**config.mk**
```make
export PLATFORM = sky130hd
export DESIGN_NAME = tx_order_framer
export DESIGN_NICKNAME = d
export VERILOG_FILES = /design/src/rtl/tx_order_framer.sv
export SDC_FILE = /design/constraint.sdc
export NUM_CORES = 1
export LEC_CHECK = 0
export ABC_AREA = 1
export BUFFER_PORTS_ARGS = -buffer_cell sky130_fd_sc_hd__buf_2
export CAP_MARGIN = 5
export CORE_MARGIN = 2
export CORE_UTILIZATION = 25
export DETAILED_ROUTE_END_ITERATION = 12
export PLACE_DENSITY = 0.42
export SLEW_MARGIN = 20
export SYNTH_ARGS = -nofsm -noshare
export SYNTH_HDL_FRONTEND = slang
export SYNTH_SLANG_ARGS = --single-unit
```
**constraint.sdc**
```tcl
create_clock -name clk -period 7.6 [get_ports clk]
set_clock_uncertainty 0.2 [all_clocks]
set_input_delay 1.14 -clock clk [delete_from_list [all_inputs] [get_ports clk]]
set_output_delay 1.14 -clock clk [all_outputs]
set_load 0.02 [all_outputs]
```
**src/rtl/tx_order_framer.sv**
```systemverilog
// -----------------------------------------------------------------------------
// tx_order_framer
//
// Buffers order records from the decision/timestamp stage in a small FIFO and
// serialises each one into a fixed byte frame on a ready/valid byte stream
// toward the TX MAC/UART. Records that arrive while the FIFO is full are
// dropped and counted.
//
// Frame layout (one byte per accepted beat):
//   0: SYNC_BYTE  1: addr  2: buysell  3..6: timestamp, MSB first
//   7: XOR of bytes 1..6 (only when TX_FRAMER_CHECKSUM_EN is defined)
//
// Build option:
//   TX_FRAMER_CHECKSUM_EN  defined   -> 8-byte frame, out_last on checksum
//                          undefined -> 7-byte frame, out_last on ts[7:0]
//
// Parameters:
//   DEPTH      FIFO entries (power of two, 2..16)
//   SYNC_BYTE  first byte of every frame
//
// Ports:
//   clk           system clock
//   reset         synchronous, active-high reset
//   tx_addr       instrument address of the record
//   tx_buysell    action code (0 hold, 1 sell, 2 buy); hold records ignored
//   tx_timestamp  latency timestamp
//   tx_dv         record valid, single-cycle pulse
//   out_data      frame byte
//   out_valid     out_data valid
//   out_ready     sink accepts the byte this cycle
//   out_last      high with the final byte of a frame
//   drop_count    records dropped on FIFO full, saturating
//   fifo_level    current FIFO occupancy
//   busy          FIFO non-empty or frame in progress
// -----------------------------------------------------------------------------
module tx_order_framer #(
   parameter int         DEPTH     = 4,
   parameter logic [7:0] SYNC_BYTE = 8'hA5
) (
   input  logic                     clk,
   input  logic                     reset,
   input  logic [7:0]               tx_addr,
   input  logic [7:0]               tx_buysell,
   input  logic [31:0]              tx_timestamp,
   input  logic                     tx_dv,
   output logic [7:0]               out_data,
   output logic                     out_valid,
   input  logic                     out_ready,
   output logic                     out_last,
   output logic [15:0]              drop_count,
   output logic [$clog2(DEPTH):0]   fifo_level,
   output logic                     busy
);

   localparam int AW = $clog2(DEPTH);
   localparam int PW = AW + 1;
   localparam logic [PW-1:0] LEVEL_FULL = PW'(DEPTH);
   localparam logic [PW-1:0] PTR_ONE    = {{AW{1'b0}}, 1'b1};

`ifdef TX_FRAMER_CHECKSUM_EN
   localparam logic [2:0] LAST_IDX = 3'd7;
`else
   localparam logic [2:0] LAST_IDX = 3'd6;
`endif

   typedef enum logic [0:0] {
      ST_IDLE = 1'b0,
      ST_SEND = 1'b1
   } state_t;

`ifdef TX_FRAMER_CHECKSUM_EN
   // XOR over the payload bytes; the sync byte is deliberately excluded
   function automatic logic [7:0] frame_checksum(input logic [47:0] f);
      frame_checksum = f[47:40] ^ f[39:32] ^ f[31:24] ^ f[23:16] ^ f[15:8] ^ f[7:0];
   endfunction
`endif

   // Select frame byte idx from a stored {addr, buysell, timestamp} record
   function automatic logic [7:0] frame_byte(input logic [47:0] f, input logic [2:0] idx);
      case (idx)
         3'd0:    frame_byte = SYNC_BYTE;
         3'd1:    frame_byte = f[47:40];
         3'd2:    frame_byte = f[39:32];
         3'd3:    frame_byte = f[31:24];
         3'd4:    frame_byte = f[23:16];
         3'd5:    frame_byte = f[15:8];
         3'd6:    frame_byte = f[7:0];
`ifdef TX_FRAMER_CHECKSUM_EN
         3'd7:    frame_byte = frame_checksum(f);
`endif
         default: frame_byte = 8'h00;
      endcase
   endfunction

   logic [47:0]   mem_r [DEPTH];
   logic [PW-1:0] wr_ptr_r;
   logic [PW-1:0] rd_ptr_r;
   logic [PW-1:0] level_r;
   logic [PW-1:0] level_n_s;
   logic [15:0]   drop_count_r;

   state_t        state_r;
   state_t        state_n_s;
   logic [2:0]    index_r;
   logic [2:0]    index_n_s;
   logic [47:0]   frame_r;
   logic [47:0]   frame_n_s;

   logic [7:0]    out_data_r;
   logic          out_valid_r;
   logic          out_last_r;
   logic          busy_r;

   logic          rec_s;
   logic          full_s;
   logic          empty_s;
   logic          push_s;
   logic          drop_s;
   logic          pop_s;
   logic [47:0]   head_s;

   assign rec_s   = tx_dv && (tx_buysell != 8'h00);
   assign full_s  = (level_r == LEVEL_FULL);
   assign empty_s = (level_r == {PW{1'b0}});
   // Full is judged on the level at the edge, so a same-cycle pop never rescues a write
   assign push_s  = rec_s && !full_s;
   assign drop_s  = rec_s && full_s;
   assign head_s  = mem_r[rd_ptr_r[AW-1:0]];

   // FIFO storage write port
   always_ff @(posedge clk) begin
      if (push_s) begin
         mem_r[wr_ptr_r[AW-1:0]] <= {tx_addr, tx_buysell, tx_timestamp};
      end
   end

   // Occupancy after this edge's push/pop
   always_comb begin
      level_n_s = level_r;
      case ({push_s, pop_s})
         2'b10:   level_n_s = level_r + PTR_ONE;
         2'b01:   level_n_s = level_r - PTR_ONE;
         default: level_n_s = level_r;
      endcase
   end

   // FIFO pointers, level and drop counter
   always_ff @(posedge clk) begin
      if (reset) begin
         wr_ptr_r     <= {PW{1'b0}};
         rd_ptr_r     <= {PW{1'b0}};
         level_r      <= {PW{1'b0}};
         drop_count_r <= 16'h0000;
      end else begin
         if (push_s) begin
            wr_ptr_r <= wr_ptr_r + PTR_ONE;
         end
         if (pop_s) begin
            rd_ptr_r <= rd_ptr_r + PTR_ONE;
         end
         level_r <= level_n_s;
         if (drop_s && (drop_count_r != 16'hFFFF)) begin
            drop_count_r <= drop_count_r + 16'd1;
         end
      end
   end

   // Frame sequencer: next state, byte index, frame register and FIFO pop
   always_comb begin
      state_n_s = state_r;
      index_n_s = index_r;
      frame_n_s = frame_r;
      pop_s     = 1'b0;
      case (state_r)
         ST_IDLE: begin
            if (!empty_s) begin
               pop_s     = 1'b1;
               frame_n_s = head_s;
               index_n_s = 3'd0;
               state_n_s = ST_SEND;
            end else begin
               state_n_s = ST_IDLE;
            end
         end
         ST_SEND: begin
            if (out_valid_r && out_ready) begin
               if (index_r < LAST_IDX) begin
                  index_n_s = index_r + 3'd1;
               end else if (!empty_s) begin
                  // Chain straight into the next frame with no idle beat
                  pop_s     = 1'b1;
                  frame_n_s = head_s;
                  index_n_s = 3'd0;
               end else begin
                  index_n_s = 3'd0;
                  state_n_s = ST_IDLE;
               end
            end else begin
               state_n_s = ST_SEND;
            end
         end
         default: begin
            state_n_s = ST_IDLE;
            index_n_s = 3'd0;
         end
      endcase
   end

   // Sequencer state and registered stream outputs (derived from next state so they stay stable while stalled)
   always_ff @(posedge clk) begin
      if (reset) begin
         state_r     <= ST_IDLE;
         index_r     <= 3'd0;
         frame_r     <= 48'h0;
         out_valid_r <= 1'b0;
         out_data_r  <= 8'h00;
         out_last_r  <= 1'b0;
         busy_r      <= 1'b0;
      end else begin
         state_r     <= state_n_s;
         index_r     <= index_n_s;
         frame_r     <= frame_n_s;
         out_valid_r <= (state_n_s == ST_SEND);
         out_data_r  <= (state_n_s == ST_SEND) ? frame_byte(frame_n_s, index_n_s) : 8'h00;
         out_last_r  <= (state_n_s == ST_SEND) && (index_n_s == LAST_IDX);
         busy_r      <= (level_n_s != {PW{1'b0}}) || (state_n_s == ST_SEND);
      end
   end

   assign out_data   = out_data_r;
   assign out_valid  = out_valid_r;
   assign out_last   = out_last_r;
   assign drop_count = drop_count_r;
   assign fifo_level = level_r;
   assign busy       = busy_r;

endmodule

```
# After elaboration in Yosys (flattened, before gate mapping)

Memories as Yosys holds them, arrays and structs flattened. A register that Yosys moved wholly into a read port is not among the register bits.
Cells that the tools add are included.

Input port bits: 52
RAM bits: 192
Logic and storage cells: 64
Output and inout bits: 30
Memories kept: 1
Bits in registers: 87

Mux-type cells: 21
Order comparisons: 1
Reductions and logical operators: 13
Add/sub/neg operators: 6
Bitwise operators: 2
Eq/ne operators: 10

Memory list:

| name  | words | bits a word | read ports | clocked after memory_dff | wr ports | RTL line | RTL |
|---|---|---|---|---|---|---|---|
| mem_r | 4     | 48          | 1          | 1                        | 1        | 95       | `logic [47:0] mem_r [DEPTH];` |

Operators with widths:

| operator                                                            | number |
|---|---|
| 48-bit 2-to-1 mux                                                   | 3 |
| 48-bit one-hot mux with 2 select lines                              | 1 |
| 8-bit one-hot mux with 7 select lines                               | 1 |
| 16-bit by 1-bit adder with 16-bit output (second input constant)    | 1 |
| 16-bit inequality test (second input constant)                      | 1 |
| 3-bit by 1-bit adder with 3-bit output (second input constant)      | 4 |
| 3-bit == test (second input constant)                               | 4 |
| 3-bit one-hot mux with 2 select lines                               | 2 |
| 3-bit 2-to-1 mux                                                    | 3 |
| 8-bit nonzero test                                                  | 1 |
| 1-bit 2-to-1 mux                                                    | 7 |
| 3-bit by 2-bit == test with 1-bit output (second input constant)    | 2 |
| 1-bit logical AND                                                   | 6 |
| 3-bit zero test                                                     | 2 |
| 2-bit 2-to-1 mux                                                    | 2 |
| 1-bit one-hot mux with 2 select lines                               | 2 |
| 3-bit by 1-bit == test with 1-bit output (second input constant)    | 1 |
| 3-bit < comparator (second input constant)                          | 1 |
| 3-bit nonzero test                                                  | 1 |
| 3-bit by 1-bit subtractor with 3-bit output (second input constant) | 1 |
| 2-bit by 1-bit == test with 1-bit output (second input constant)    | 1 |
| 2-bit == test (second input constant)                               | 1 |
| 1-bit NOT                                                           | 2 |
| 2-bit OR reduction                                                  | 1 |
| 2 further kinds                                                     | 2 |

# Logic depth before layout (Yosys ltp)

Depth after elaboration: 9
Gate-level depth with buffers: 14
Mapped depth without buffers: 11

# Worst setup path before layout

No wires, ideal clock.

Kind: input-to-reg
Start: input tx_buysell[7]
End: memory mem_r[0][0] (enable)
Stages on the path: 5
Arrival: 3.542 ns
Data required time: 6.946 ns
Path buffers: 0
Library setup time: 0.454 ns
Path slack: 3.405 ns
Path through: nor2_1 -> nand2_1 -> o21a_1 -> nand2_1 -> nor2_1

Cells in the longest elaborated chain, start to end: 5

RTL lines:

| what                                   | RTL line | RTL |
|---|---|---|
| start, declared                        | 43       | `input logic [7:0] tx_buysell,` |
| 8-bit nonzero test                     | 122      | `assign rec_s = tx_dv && (tx_buysell != 8'h00);` |
| 1-bit logical AND                      | 122      |  |
| 1-bit logical AND                      | 126      | `assign push_s = rec_s && !full_s;` |
| 1-bit 2-to-1 mux                       | 132      | `if (push_s) begin` |
| 1-bit 2-to-1 mux (not written as such) | 133      | `mem_r[wr_ptr_r[AW-1:0]] <= {tx_addr, tx_buysell, tx_timestamp};` |
| end, declared                          | 95       |  |

No other way between the ends.

# Final worst setup path

Start: input out_ready
End: register level_r[2] (netlist: fifo_level[2])

Cells in the longest elaborated chain, start to end: 5
Elaborated cells between the ends (all ways): 6
Those cells by class: 2 x eq/ne; 3 x mux; 1 x reduce/logical

RTL lines:

| what                                                                             | RTL line | RTL |
|---|---|---|
| start, declared                                                                  | 48       | `input logic out_ready,` |
| 1-bit logical AND (*)                                                            | 186      | `if (out_valid_r && out_ready) begin` |
| 1-bit 2-to-1 mux (*)                                                             | 186      |  |
| 1-bit one-hot mux with 2 select lines (*)                                        | 174      | `case (state_r)` |
| 2-bit by 1-bit == test with 1-bit output / 2-bit == test (equally long branches) | 140      | `case ({push_s, pop_s})` |
| 3-bit one-hot mux with 2 select lines (*)                                        | 140      |  |
| end signal, assigned                                                             | 152      | `level_r <= {PW{1'b0}};` |
| end signal, assigned                                                             | 161      | `level_r <= level_n_s;` |
| end, declared                                                                    | 98       | `logic [PW-1:0] level_r;` |

Mark *: on every way between the ends. The rest lies on a longest branch, timed or not.
A chain may end at the register's enable or synchronous reset.

==> results.md <==
| Stage | Item | Reported |
|:---|:---|:---|
| critical path | Setup slack of the worst register-to-register path | 4.37 ns |
| placement | RePlAce Congestion | 0.754 |
| global route | Maximum number of pins on one net before global-route repair | 69 |
| synthesis | Post-synthesis compound-gate area fraction | 3.91% |
| route | Total DRC errors in the routed layout | 7 |
| global route | GRT overflow | 0 |
| critical path | Worst Path Buf+Inv | 3 |
| synthesis | Post-Synthesis Cells | 1252 |
| synthesis | Flip-flop and latch count after synthesis | 279 |
| synthesis | Library cells used by synthesis | 39 |
| floorplan | DIE AREA | 49100 sq um |
| placement | Placed instance area | 12800 sq um |
| sta | Final worst-path cycle share | 46.8% |
| sta | Setup tns final | 0 ns |
| route | DRT Pass-1 Iters | 9 |
| run status | Result of the run | finished, violations left |
| pwr | Overall power | 0.00475 W |
| synthesis | Number of nets produced by synthesis | 1312 |
| global route | Global-route wire length before repair | 47700 um |
| synthesis | Xor/xnor cell area share of the yosys netlist | 0.222% |
| sta | Worst setup slack after layout | 4.04 ns |
| route | Met2 Routed Length | 13300 um |
| critical path | Critical path start-end classification | in2reg |
| critical path | Worst r2r src | index_r[2] |
| final layout | Highest-count cells in the layout ignoring fill and taps | sky130_fd_sc_hd__nand2_1, sky130_fd_sc_hd__nor2_1, sky130_fd_sc_hd__edfxtp_1, sky130_fd_sc_hd__inv_1, sky130_fd_sc_hd__nand3_1 |
| route | Detailed Route Iter0 Violations | 593 |
| floorplan | Cell Rows | 79 |
| route | Max Used Layer | met5 |
| critical path | CP max-delay cell | sky130_fd_sc_hd__inv_4 |
| route | Detail-routed via count per cell | 4.27 |
| sta | Worst Hold Slack | 0.307 ns |
| sta | Final setup violation count | 0 |
| sta | Worst relative slew slack | 40.5% |
| floorplan | Starting utilization of the core area | 25.4% |
| clock network | CTS clk-pin slew, worst paths | 0.06 ns |
| global route | Global router's overall resource usage | 12.4% |
| floorplan | Die Y-Extent | 222 um |
| synthesis | Share of synthesized cell area in full adder, half adder and majority cells | 0.909% |
| route | Met3 Routed Length | 1360 um |
| placement | Worst setup slack before clock tree synthesis | 3.47 ns |
| floorplan | Number of primary I/O pins | 82 |
| synthesis | Synth Area per Inst | 9.46 sq um |
| sta | Transition at the pin with the smallest max-transition slack | 0.891 ns |
| critical path | Critical Path Max Stage Delay | 0.57 ns |
| floorplan | Overall die width | 222 um |
| pwr | Max rail drop VDD | 0.000175 V |
| clock network | Max H-tree Level | 2 |
| clock network | Worst skew pair latency | 0.53 ns |
| sta | Highest attainable clock frequency | 281 MHz |
| critical path | Cell family with most CP delay | simple AND/OR/NAND/NOR gates |
| sta | Final number of hold-violating endpoints | 0 |
| run status | Violated checks | design-rule violations |
| critical path | Maximum net fanout on the critical path | 51 |
| critical path | Setup crit start kind | input port |
| synthesis | Combinational family with the most area after synthesis | simple AND/OR/NAND/NOR gates |
| clock network | CTS max path bufs | 3 |
| route | Total number of vias | 8313 |
| pwr | Leakage | 5.54 nW |
| synthesis | Mux share of post-synthesis cell area | 0% |
| critical path | Data arrival time of the worst path | 3.80 ns |
| synthesis | Share of the yosys chip area belonging to registers | 63.4% |
| clock network | Number of buffers inserted by hold repair at cts | 0 |
| critical path | Endpoint required time on the critical path | 7.84 ns |
| floorplan | Area of the core | 46700 sq um |
| route | Post-Route M1 WL | 14700 um |
| clock network | Number of gates given a new drive strength after cts | 0 |
| final layout | Number of nets in the layout | 1380 |
| clock network | TritonCTS clock tree | done |
| hold path | Endpoint, Worst Hold | fifo_level[2] |
| sta | Number of slew-limit violations in the final report | 0 |
| global route | Initial antenna violation count | 1 |
| synthesis | Simple-gate share of the synthesized area | 24.9% |
| hold path | Worst Hold Launch | fifo_level[2] |
| clock network | TritonCTS Buffers | 34 |
| route | Remaining antenna violation count after routing | 0 |
| sta | Min Clock Period, post-route | 3.56 ns |
| placement | I/O Buffers | 81 |
| synthesis | Synthesized cell area | 11800 sq um |
| clock network | CTS root buf | sky130_fd_sc_hd__clkbuf_16 |
| final layout | Design area | 13800 sq um |
| run | Max-cap violation count | 0 |
| clock network | Setup Fix Bufs, Post-CTS | 0 |
| pwr | Power density over the cells | 345 nW/um^2 |
| route | Routed length per placed instance | 15.4 um |
| final layout | Final antenna diode count | 0 |
| critical path | Endpoint class of the critical path | flop |
| final layout | Most common library cell in the layout ignoring fill and taps | sky130_fd_sc_hd__nand2_1 |
| clock network | Clk sink count | 279 |
| synthesis | Warnings, synthesis | 0 |
| critical path | End of the worst register-to-register path | fifo_level[2] |
| final layout | Layout cell share with drive strength beyond 1 | 12.6% |
| route | Total wire length | 30000 um |
| hold path | Hold path depth | 2 |
| critical path | Critical Path, Cell by Cell | buf_2 -> nand3_2 -> nand2_4 -> nand2_4 -> inv_4 -> ha_1 -> inv_1 -> fa_1 -> a21oi_1 -> o21ai_0 -> or2_2 -> a21oi_1 |
| final layout | Layout Area Growth over Synthesis | 16.3% |
| placement | HPWL after detailed placement | 17600 um |
| hold path | Path type of the worst min-delay path | reg2reg |
| critical path | Worst reg-to-reg path cell count | 11 |
| sta | Unrepaired setup endpoints after global routing | false |
| global route | Vias in the first global route | 8034 |
## flip-flops by register name (all words and copies together) (netlist names), named ones only
name / flops
out_last: 1
fifo_level: 3
out_data: 8
index_r: 3
mem_r: 192
rd_ptr_r: 2
out_valid: 1
frame_r: 48
busy: 1
drop_count: 16
wr_ptr_r: 2
## synthesized netlist by cell type, drive strengths merged
cell | number | area, sq um
or2 | 2 | 12.5
clkbuf | 19 | 72.6
edfxtp | 192 | 5770
o21bai | 2 | 15.0
dfxtp | 87 | 1740
nand3 | 96 | 495
nor3b | 1 | 12.5
o21ai | 58 | 290
a31oi | 3 | 18.8
ha | 7 | 87.6
xnor2 | 2 | 17.5
and3 | 1 | 6.26
inv | 120 | 455
clkinv | 1 | 3.75
xor2 | 1 | 8.76
nor2 | 244 | 970
nor3 | 49 | 257
o22ai | 1 | 6.26
a21oi | 25 | 125
nand2 | 293 | 1140
buf | 38 | 259
fa | 1 | 20.0
o21a | 1 | 7.51
nand4 | 8 | 50.1
## metal layers
metal	up-vias	global-route usage, %
met5	-	0
met4	2	3.57
met3	47	2.37
met2	168	19.6
met1	3868	17.3
li1	4228	-
## stage by stage
step | util, % | instances
final | 29.5 | 1949
after global routing | 29.5 | 1949
after CTS | 29.5 | 1949
after detailed placement | 27.4 | 1891
after global placement | 27.4 | 1891
after floorplan | - | 1252
## worst reg2reg max path, cell delays in order (launching register included)
cell and delay [ns]:
sky130_fd_sc_hd__dfxtp_1 0.42, sky130_fd_sc_hd__nand3_2 0.14, sky130_fd_sc_hd__nand2_4 0.12, sky130_fd_sc_hd__nand2_4 0.33, sky130_fd_sc_hd__inv_4 0.57, sky130_fd_sc_hd__ha_1 0.30
sky130_fd_sc_hd__inv_1 0.06, sky130_fd_sc_hd__fa_1 0.37, sky130_fd_sc_hd__a21oi_1 0.14, sky130_fd_sc_hd__o21ai_0 0.11, sky130_fd_sc_hd__or2_2 0.28, sky130_fd_sc_hd__a21oi_1 0.11
## cell type report
class                           instances  area, sq um
Fill cell                            4877        32900
Multi-Input combinational cell        795         3570
Clock buffer                           43          905
Clock inverter                         15         97.6
Sequential cell                       279         7510
Timing Repair Buffer                   89          465
Inverter                              121          460
Tap cell                              607          759
## cells by family (layout without fill, tap and decap cells)
kind of cell / count (synthesis) / in the layout
AOI/OAI and AO/OA: 90 / 90
and+or+nand+nor: 694 / 694
buffers and inverters: 178 / 268
adders and majority gates: 8 / 8
DFF: 279 / 279
xor gates and xnor gates: 3 / 3
## worst max-delay path by stage
stage	start	end	slack, ns	cells past startpoint
floorplan	tx_buysell[7]	mem_r[0][0]	3.40	5
global placement	out_ready	fifo_level[2]	3.44	12
detailed placement	out_ready	fifo_level[2]	3.47	12
CTS	out_ready	fifo_level[2]	4.02	12
global route	out_ready	fifo_level[2]	3.76	12
finish	out_ready	fifo_level[2]	4.04	12
## power by group
group          internal [W]  switching, W  total [W]
Clock              0.000846      0.000629    0.00147
Sequential          0.00186     0.0000885    0.00195
Combinational      0.000376      0.000954    0.00133
Total               0.00308       0.00167    0.00475
Power figures use the tool's default switching activity.
